==> config.mk <==
export PLATFORM = sky130hd
export DESIGN_NAME = alu_arbiter
export DESIGN_NICKNAME = d
export VERILOG_FILES = /design/src/rtl/alu_arbiter.sv
export SDC_FILE = /design/constraint.sdc
export NUM_CORES = 1
export LEC_CHECK = 0
export BUFFER_PORTS_ARGS = -buffer_cell sky130_fd_sc_hd__buf_2
export CORE_AREA = 4 4 121 123
export CTS_CLUSTER_DIAMETER = 200
export DETAILED_ROUTE_END_ITERATION = 8
export DIE_AREA = 0 0 125 127
export GPL_TIMING_DRIVEN = 0
export PLACE_DENSITY_LB_ADDON = 0.25
export SETUP_SLACK_MARGIN = 0.05
export SKIP_CTS_REPAIR_TIMING = 1
export SYNTH_ARGS = -nofsm -noshare
export SYNTH_HDL_FRONTEND = slang
export SYNTH_SLANG_ARGS = --single-unit
==> constraint.sdc <==
create_clock -name clk -period 1.4 [get_ports clk]
set_input_delay 0 -clock clk [delete_from_list [all_inputs] [get_ports clk]]
set_output_delay 0 -clock clk [all_outputs]
set_load 0.005 [all_outputs]
==> src/rtl/alu_arbiter.sv <==
// alu_arbiter: shares one combinational RV32I ALU between two requesters.
// Each requester uses a valid/ready request handshake. At most one requester
// is granted per cycle, with round-robin tie-breaking. The granted requester
// drives the ALU. Result, zero flag and an unsupported-op flag are captured into
// a per-requester response register that has its own valid/ready handshake.
// Operand/result width is 32 bits (word_t) and the op code is 4 bits (alu_op_t).
module alu_arbiter (
    input  logic        clk,
    input  logic        rst_n,
    // requester 0
    input  logic        req0_valid,
    output logic        req0_ready,
    input  logic [3:0]  req0_op,
    input  logic [31:0] req0_a,
    input  logic [31:0] req0_b,
    // requester 1
    input  logic        req1_valid,
    output logic        req1_ready,
    input  logic [3:0]  req1_op,
    input  logic [31:0] req1_a,
    input  logic [31:0] req1_b,
    // response 0
    output logic        rsp0_valid,
    input  logic        rsp0_ready,
    output logic [31:0] rsp0_result,
    output logic        rsp0_zero,
    output logic        rsp0_err,
    // response 1
    output logic        rsp1_valid,
    input  logic        rsp1_ready,
    output logic [31:0] rsp1_result,
    output logic        rsp1_zero,
    output logic        rsp1_err,
    // shared ALU
    output logic [3:0]  alu_op,
    output logic [31:0] alu_in_a,
    output logic [31:0] alu_in_b,
    input  logic [31:0] alu_result,
    input  logic        alu_zero
);

    localparam logic [3:0] ALU_AND  = 4'b0000;
    localparam logic [3:0] ALU_OR   = 4'b0001;
    localparam logic [3:0] ALU_ADD  = 4'b0010;
    localparam logic [3:0] ALU_SUB  = 4'b0110;
    // Idle op code: the ALU treats it as invalid and yields zero.
    localparam logic [3:0] ALU_IDLE = 4'b1111;

    // Only AND/OR/ADD/SUB are supported; any other code flags an error.
    function automatic logic op_unsupported(input logic [3:0] op);
        logic bad;
        case (op)
            ALU_AND: bad = 1'b0;
            ALU_OR:  bad = 1'b0;
            ALU_ADD: bad = 1'b0;
            ALU_SUB: bad = 1'b0;
            default: bad = 1'b1;
        endcase
        return bad;
    endfunction

    // state
    logic        last_grant_q, last_grant_d;
    logic        rsp0_valid_q, rsp0_valid_d;
    logic [31:0] rsp0_result_q, rsp0_result_d;
    logic        rsp0_zero_q, rsp0_zero_d;
    logic        rsp0_err_q, rsp0_err_d;
    logic        rsp1_valid_q, rsp1_valid_d;
    logic [31:0] rsp1_result_q, rsp1_result_d;
    logic        rsp1_zero_q, rsp1_zero_d;
    logic        rsp1_err_q, rsp1_err_d;

    // arbitration
    logic        elig0_s, elig1_s;
    logic        gnt0_s, gnt1_s;
    logic [3:0]  alu_op_s;
    logic [31:0] alu_in_a_s, alu_in_b_s;

    // Eligibility and round-robin grant; no grant can be issued while reset is held.
    always_comb begin
        elig0_s = req0_valid && (!rsp0_valid_q || rsp0_ready);
        elig1_s = req1_valid && (!rsp1_valid_q || rsp1_ready);
        gnt0_s  = 1'b0;
        gnt1_s  = 1'b0;
        if (!rst_n) begin
            gnt0_s = 1'b0;
            gnt1_s = 1'b0;
        end else if (elig0_s && elig1_s) begin
            // last_grant_q == 1 means requester 1 went last, so requester 0 wins
            gnt0_s = last_grant_q;
            gnt1_s = !last_grant_q;
        end else begin
            gnt0_s = elig0_s;
            gnt1_s = elig1_s;
        end
    end

    // Route the granted requester onto the ALU; park it on the idle op otherwise.
    always_comb begin
        alu_op_s   = ALU_IDLE;
        alu_in_a_s = 32'h0000_0000;
        alu_in_b_s = 32'h0000_0000;
        if (gnt0_s) begin
            alu_op_s   = req0_op;
            alu_in_a_s = req0_a;
            alu_in_b_s = req0_b;
        end else if (gnt1_s) begin
            alu_op_s   = req1_op;
            alu_in_a_s = req1_a;
            alu_in_b_s = req1_b;
        end else begin
            alu_op_s   = ALU_IDLE;
            alu_in_a_s = 32'h0000_0000;
            alu_in_b_s = 32'h0000_0000;
        end
    end

    // Next state: capture on grant (drain+refill keeps valid high), release on consume.
    always_comb begin
        last_grant_d  = last_grant_q;
        rsp0_valid_d  = rsp0_valid_q;
        rsp0_result_d = rsp0_result_q;
        rsp0_zero_d   = rsp0_zero_q;
        rsp0_err_d    = rsp0_err_q;
        rsp1_valid_d  = rsp1_valid_q;
        rsp1_result_d = rsp1_result_q;
        rsp1_zero_d   = rsp1_zero_q;
        rsp1_err_d    = rsp1_err_q;

        if (gnt0_s) begin
            last_grant_d = 1'b0;
        end else if (gnt1_s) begin
            last_grant_d = 1'b1;
        end else begin
            last_grant_d = last_grant_q;
        end

        if (gnt0_s) begin
            rsp0_valid_d  = 1'b1;
            rsp0_result_d = alu_result;
            rsp0_zero_d   = alu_zero;
            rsp0_err_d    = op_unsupported(req0_op);
        end else if (rsp0_valid_q && rsp0_ready) begin
            rsp0_valid_d  = 1'b0;
        end else begin
            rsp0_valid_d  = rsp0_valid_q;
        end

        if (gnt1_s) begin
            rsp1_valid_d  = 1'b1;
            rsp1_result_d = alu_result;
            rsp1_zero_d   = alu_zero;
            rsp1_err_d    = op_unsupported(req1_op);
        end else if (rsp1_valid_q && rsp1_ready) begin
            rsp1_valid_d  = 1'b0;
        end else begin
            rsp1_valid_d  = rsp1_valid_q;
        end
    end

    // State registers with synchronous active-low reset; reset drops pending responses.
    always_ff @(posedge clk) begin
        if (!rst_n) begin
            last_grant_q  <= 1'b1;
            rsp0_valid_q  <= 1'b0;
            rsp0_result_q <= 32'h0000_0000;
            rsp0_zero_q   <= 1'b0;
            rsp0_err_q    <= 1'b0;
            rsp1_valid_q  <= 1'b0;
            rsp1_result_q <= 32'h0000_0000;
            rsp1_zero_q   <= 1'b0;
            rsp1_err_q    <= 1'b0;
        end else begin
            last_grant_q  <= last_grant_d;
            rsp0_valid_q  <= rsp0_valid_d;
            rsp0_result_q <= rsp0_result_d;
            rsp0_zero_q   <= rsp0_zero_d;
            rsp0_err_q    <= rsp0_err_d;
            rsp1_valid_q  <= rsp1_valid_d;
            rsp1_result_q <= rsp1_result_d;
            rsp1_zero_q   <= rsp1_zero_d;
            rsp1_err_q    <= rsp1_err_d;
        end
    end

    assign req0_ready  = gnt0_s;
    assign req1_ready  = gnt1_s;
    assign alu_op      = alu_op_s;
    assign alu_in_a    = alu_in_a_s;
    assign alu_in_b    = alu_in_b_s;
    assign rsp0_valid  = rsp0_valid_q;
    assign rsp0_result = rsp0_result_q;
    assign rsp0_zero   = rsp0_zero_q;
    assign rsp0_err    = rsp0_err_q;
    assign rsp1_valid  = rsp1_valid_q;
    assign rsp1_result = rsp1_result_q;
    assign rsp1_zero   = rsp1_zero_q;
    assign rsp1_err    = rsp1_err_q;

endmodule

==> results of run 1 <==
## sequential cells by signal, summed over array words and instances (netlist names)
signal / cells
rsp0_err: 1
rsp0_result: 32
rsp1_err: 1
rsp0_valid: 1
rsp0_zero: 1
last_grant_q: 1
rsp1_valid: 1
rsp1_zero: 1
rsp1_result: 32
## worst max-delay path, stage by stage (launching register included)
cell,delay [ns]
dfxtp_2,0.33
nor2b_4,0.14
o311a_4,0.33
buf_12,0.16
buf_8,0.14
buf_8,0.14
and2_1,0.15
buf_2,0.13
## routing by layer
layer	global-route usage, %	wire, um
met4	8.67	604
met3	6.23	1350
met1	21.1	6470
met2	35.4	9340
met5	0	23
## final cells by class
type                    instances  area (um^2)
multi-input cells             357         2520
flip-flops and latches         71         1430
clock inverters                 5         32.5
well taps                     180          225
fillers                      1364         6580
plain buffers                  42          392
clock buffers                  11          253
diodes                          6         15.0
inverters                       1         3.75
repair buffers                369         2220
## logic make-up after synthesis
logic type | after synthesis
compound gates | 145
flops | 71
buf+inv | 45
simple gates | 212
## worst paths after layout
check | startpoint | end | slack [ns] | depth (start not counted)
worst min register to register | rsp0_result[3] | rsp0_result[3] | 0.45 | 2
worst max-delay path | rsp1_valid | req0_ready | -0.46 | 7
worst min-delay path | req1_valid | last_grant_q | -0.01 | 3
worst max register to register | rsp0_valid | rsp1_err | -0.25 | 7
## per-stage QoR
stage               hold slack, ns  setup slack (ns)  TNS, ns
floorplan                    0.110            0.0138        0
global placement             0.257            -0.501   -40.48
detailed placement           0.260            -0.527   -42.17
CTS                        -0.0905            -0.892   -68.16
global route                0.0338            -0.522   -43.51
finish                    -0.00954            -0.462   -34.27
## placed cells by master (no fill, tap or decap), drive strengths merged, types with 4 or more instances in the layout
cell / instances
dlygate4sd3: 33
nor2b: 67
a21boi: 68
dfxtp: 71
buf: 356
diode: 6
clkbuf: 33
nand2: 136
a22oi: 64
clkinv: 5
o22ai: 4
## power by group
part / leakage, nW / switching (mW) / total, mW / internal [mW]
Combinational: 2.60 / 0.890 / 1.92 / 1.03
Sequential: 0.584 / 0.0740 / 2.23 / 2.16
Clock: 0.145 / 0.875 / 2.17 / 1.29
Total: 3.32 / 1.84 / 6.32 / 4.48
==> reports/results.txt, run 1 <==
leak pwr: 3.32 nW
Yosys reg bits: 71
core area: 0.0137 mm^2
CTS buffer count: 9
Slew headroom: 56.9%
synthesized area: 0.00372 mm^2
complex-gate fraction of the synthesized area: 29.8%
vias in the first global route: 4,674
unrepaired setup endpoints after global routing: yes
final number of hold-violating endpoints: 1
clk sink count: 71
post-synthesis cell type count: 26
clock buffer depth: 2
synthesized net count: 648
Final Slew Violations: 0
CP startpoint kind: flop
post-placement cell count: 966
die area: 0.0159 mm^2
I/O Buffers: 313
Detail Placement HPWL: 13,300 um
Synth Area in Adders: 0%
CP endpoint kind: output pin
Max Cap Violations: 0
detail-routed via count per cell: 4.67
worst min-delay path category: in -> reg
outcome: complete, but fails checks
IO Count: 315
Clock Skew: 0.00417 ns
WHS: -0.00954 ns
Final Non-Filler Cells: 1,042
mean post-synth cell area: 7.86 um^2
Synth area leader: dfxtp_1
dpl cell area: 0.00558 mm^2
ranking of synthesized cells by area: dfxtp_1 (38%), nand2_1 (14%), a22oi_1 (13%), a21boi_0 (11%), nor2b_1 (11%)
drt first-iter violations: 159
Critical Path RT: 1.40 ns
FP Rows: 43
share of the yosys chip area belonging to registers: 38.2%
Crit Path Class: reg -> out
Routed WL: 17,800 um
top-count cell post-synth: nand2_1
yosys warns: 0
DR pass1 iterations: 4
Cells after Synth: 473
Vias: 4,863
root buffer cell: clkbuf_16
Async SR Flop Fraction: 0%
Placer Congestion: 0.877
top cells by count, synth: nand2_1 (136), dfxtp_1 (71), nor2b_1 (66), a22oi_1 (64), a21boi_0 (56)
Pwr Density: 892 mW/mm^2
Clk Latency, worst-skew pair: 0.33 ns
final worst-path setup slack: -0.462 ns
Synth top area share: 38.2%
CTS tree: built
antenna violations before repair: 8
worst slew pin tran: 0.646 ns
H-tree depth: 3
period utilization: 133%
CP Data Arrival Time: 1.86 ns
final total power: 6.32 mW
Synth Area in XOR/XNOR: 0%
DR WL/cell: 17.1 um
number of flops mapped to enable cells by yosys: 0
worst-path fanout max: 10
mux contribution to synthesized area: 0%
largest family of logic cells by synthesized area: compound AO/OA/AOI/OAI gates
Final Critical Period: 1.86 ns
Final Cell Area: 0.00708 mm^2
initial core utilization: 27.2%
largest net degree at the start of global routing: 13
Post-synth top flop: dfxtp_1
setup violators final: 133
maximum vdd drop: 0.483 mV
achievable frequency: 537 MHz
Final Core Density: 51.8%
Global Route Usage Sum: 19.6%
DRC violations left: 0
clock-pin slew of the registers on the worst-case setup and hold paths: 0.06 ns
total grt overflow: 0
Total Nets Final: 1,026
simple-gate portion of the synthesized area: 26.7%
Die Span Y: 127 um
Layout area overhead: 90.6%
first-pass GRT wire length: 25,000 um
die width: 125 um
failing checks: hold timing, setup timing
layout cells sized above 1: 54.6%
Antenna Violating Nets Remaining: 0
Note: power is estimated with default switching activity, not from simulation.
==> run 2: changes to the inputs <==
Settings changed: SETUP_SLACK_MARGIN 0.05 to 0.1.
==> run 2 against run 1 <==
Net effect: the flow still finishes with violations (hold timing, setup timing); routed wire length down 3.6%; register-to-register slack got worse by 0.16 ns; die area unchanged; via count is 1.4% lower; design area is 3.1% lower; clock power fell by 3%; sequential cell count stayed put; first-iteration DRC count increased by 3.1%; sequential share of layout area rose by 0.63 points; critical endpoint is now alu_in_b[7]; largest power group unchanged.
==> reports/results.txt, run 2 (synthesis gave the netlist of run 1 again) <==
Die Span Y: 127 um (unchanged)
detail-routed via count per cell: 4.62 (-1.0%)
Final Slew Violations: 0 (unchanged)
WHS Path Cells: 3 (unchanged)
achievable frequency: 529 MHz (-1.5%)
die area: 0.0159 mm^2 (unchanged)
Placer Congestion: 0.844 (-3.8%)
Detail Placement HPWL: 13,200 um (-0.95%)
CP endpoint kind: output pin
Reg2Reg Capture Point: rsp1_result[2]
final total power: 6.14 mW (-2.8%)
R2R depth: 12 (+5)
clk sink count: 71 (unchanged)
worst min-delay path category: in -> reg
unrepaired setup endpoints after global routing: yes
maximum vdd drop: 0.502 mV (+3.9%)
total grt overflow: 0 (unchanged)
initial core utilization: 27.2% (unchanged)
largest net degree at the start of global routing: 13 (unchanged)
FP Rows: 43 (unchanged)
clock-pin slew of the registers on the worst-case setup and hold paths: 0.05 ns (about the same)
root buffer cell: clkbuf_16
DR pass1 iterations: 4 (unchanged)
Total Nets Final: 1,026 (unchanged)
CP Data Arrival Time: 1.89 ns (+0.03 ns)
Layout area overhead: 84.8%
setup violators final: 136 (+2.3%)
drt first-iter violations: 164 (+3.1%)
final number of hold-violating endpoints: 1 (unchanged)
most frequent cells in the layout: buf_2 (314), nand2_1 (121), dfxtp_1 (68)
failing checks: hold timing, setup timing
Slew headroom: 57.3% (+0.44 points)
CP Launch Point: rsp1_valid
Vias: 4,794 (-1.4%)
vias in the first global route: 4,486 (-4.0%)
layout cells sized above 1: 51.9% (-2.7 points)
dpl cell area: 0.00561 mm^2 (+0.58%)
Final Critical Period: 1.89 ns (+0.0282 ns)
Clk Latency, worst-skew pair: 0.33 ns (about the same)
worst reg2reg setup slack: -0.41 ns (-0.16 ns)
Routed WL: 17,100 um (-3.6%)
Pwr Density: 894 mW/mm^2 (+0.27%)
Max Cap Violations: 0 (unchanged)
die width: 125 um (unchanged)
first-pass GRT wire length: 24,400 um (-2.1%)
DR WL/cell: 16.5 um (-3.2%)
CP startpoint kind: flop
Critical Path RT: 1.40 ns (about the same)
WHS: -0.0326 ns (-0.0231 ns)
IO Count: 315 (unchanged)
worst setup path endpoint: alu_in_b[7]
period utilization: 135% (+2.0 points)
Crit Path Class: reg -> out
Hold Crit Start: req1_valid
Clock Skew: 0.00246 ns (-0.00172 ns)
Final Core Density: 50.3% (-1.6 points)
clock buffer depth: 2 (unchanged)
leak pwr: 3.30 nW (-0.70%)
CTS buffer count: 9 (unchanged)
worst reg2reg startpoint: rsp0_valid
most common cell after layout, fill and taps aside: buf_2
Global Route Usage Sum: 19.4% (-0.28 points)
fillers: 1,404 (+2.9%)
antenna violations before repair: 2 (-6)
H-tree depth: 3 (unchanged)
Final Cell Area: 0.00687 mm^2 (-3.1%)
Antenna Violating Nets Remaining: 0 (unchanged)
worst-path fanout max: 10 (unchanged)
worst slew pin tran: 0.640 ns (-0.00658 ns)
DRC violations left: 0 (unchanged)
I/O Buffers: 313 (unchanged)
CTS tree: built
outcome: complete, but fails checks
final worst-path setup slack: -0.490 ns (-0.0282 ns)
core area: 0.0137 mm^2 (unchanged)
[run 2: critical path, stage by stage (launching register included)]
cell and delay [ns]:
dfxtp_2 0.33, nor2b_4 0.14, o311a_1 0.31, buf_6 0.16
clkbuf_4 0.20, a22oi_2 0.21, nor2b_1 0.07, buf_2 0.13
[run 2: power breakdown]
group	internal, mW	switching [mW]
combinational	0.967	0.848
clock	1.24	0.866
sequential	2.16	0.0687
[run 2: how the worst min path moves through the flow]
stage | endpoint | slack [ns]
3_5_place_dp | rsp0_result[8] | 0.26
4_1_cts | rsp0_result[8] | -0.1
2_1_floorplan | alu_op[0] | 0.11
5_1_grt | last_grant_q | 0.009
3_3_place_gp | rsp0_result[8] | 0.26
6_report | last_grant_q | -0.03
[run 2: per-layer routing]
layer  GRT usage [%]  part of all wire, %  up-vias  routed length (um)
li1                -                    -     2381                   -
met4            6.82                  1.6        0                 277
met5               0                    0        -                   0
met3            7.40                  8.6       20                1470
met1            21.0                   37     2205                6350
met2            34.7                   53      188                9040
[run 2: final cells by class]
type / count / area, um^2 / share of cell area [%]
clock inverter: 6 / 36.3 / 0.528
tap: 180 / 225 / 3.28
buffer: 42 / 345 / 5.03
clock buffer: 10 / 239 / 3.48
timing repair buffer: 369 / 2180 / 31.8
antenna: 2 / 5.00 / 0.0729
multi-input combinational: 357 / 2410 / 35.0
inverter: 1 / 3.75 / 0.0547
sequential: 71 / 1430 / 20.8
[run 2: metrics by stage]
step / TNS, ns / cells / hold WS, ns / setup WS (ns)
after detailed placement: -40.39 / 966 / 0.261 / -0.546
after global placement: -39.85 / 966 / 0.260 / -0.521
after CTS: -67.66 / 982 / -0.0957 / -0.922
after floorplan: 0 / 473 / 0.110 / 0.0138
final: -40.85 / 1038 / -0.0326 / -0.490
after global routing: -53.71 / 1038 / 0.00916 / -0.572
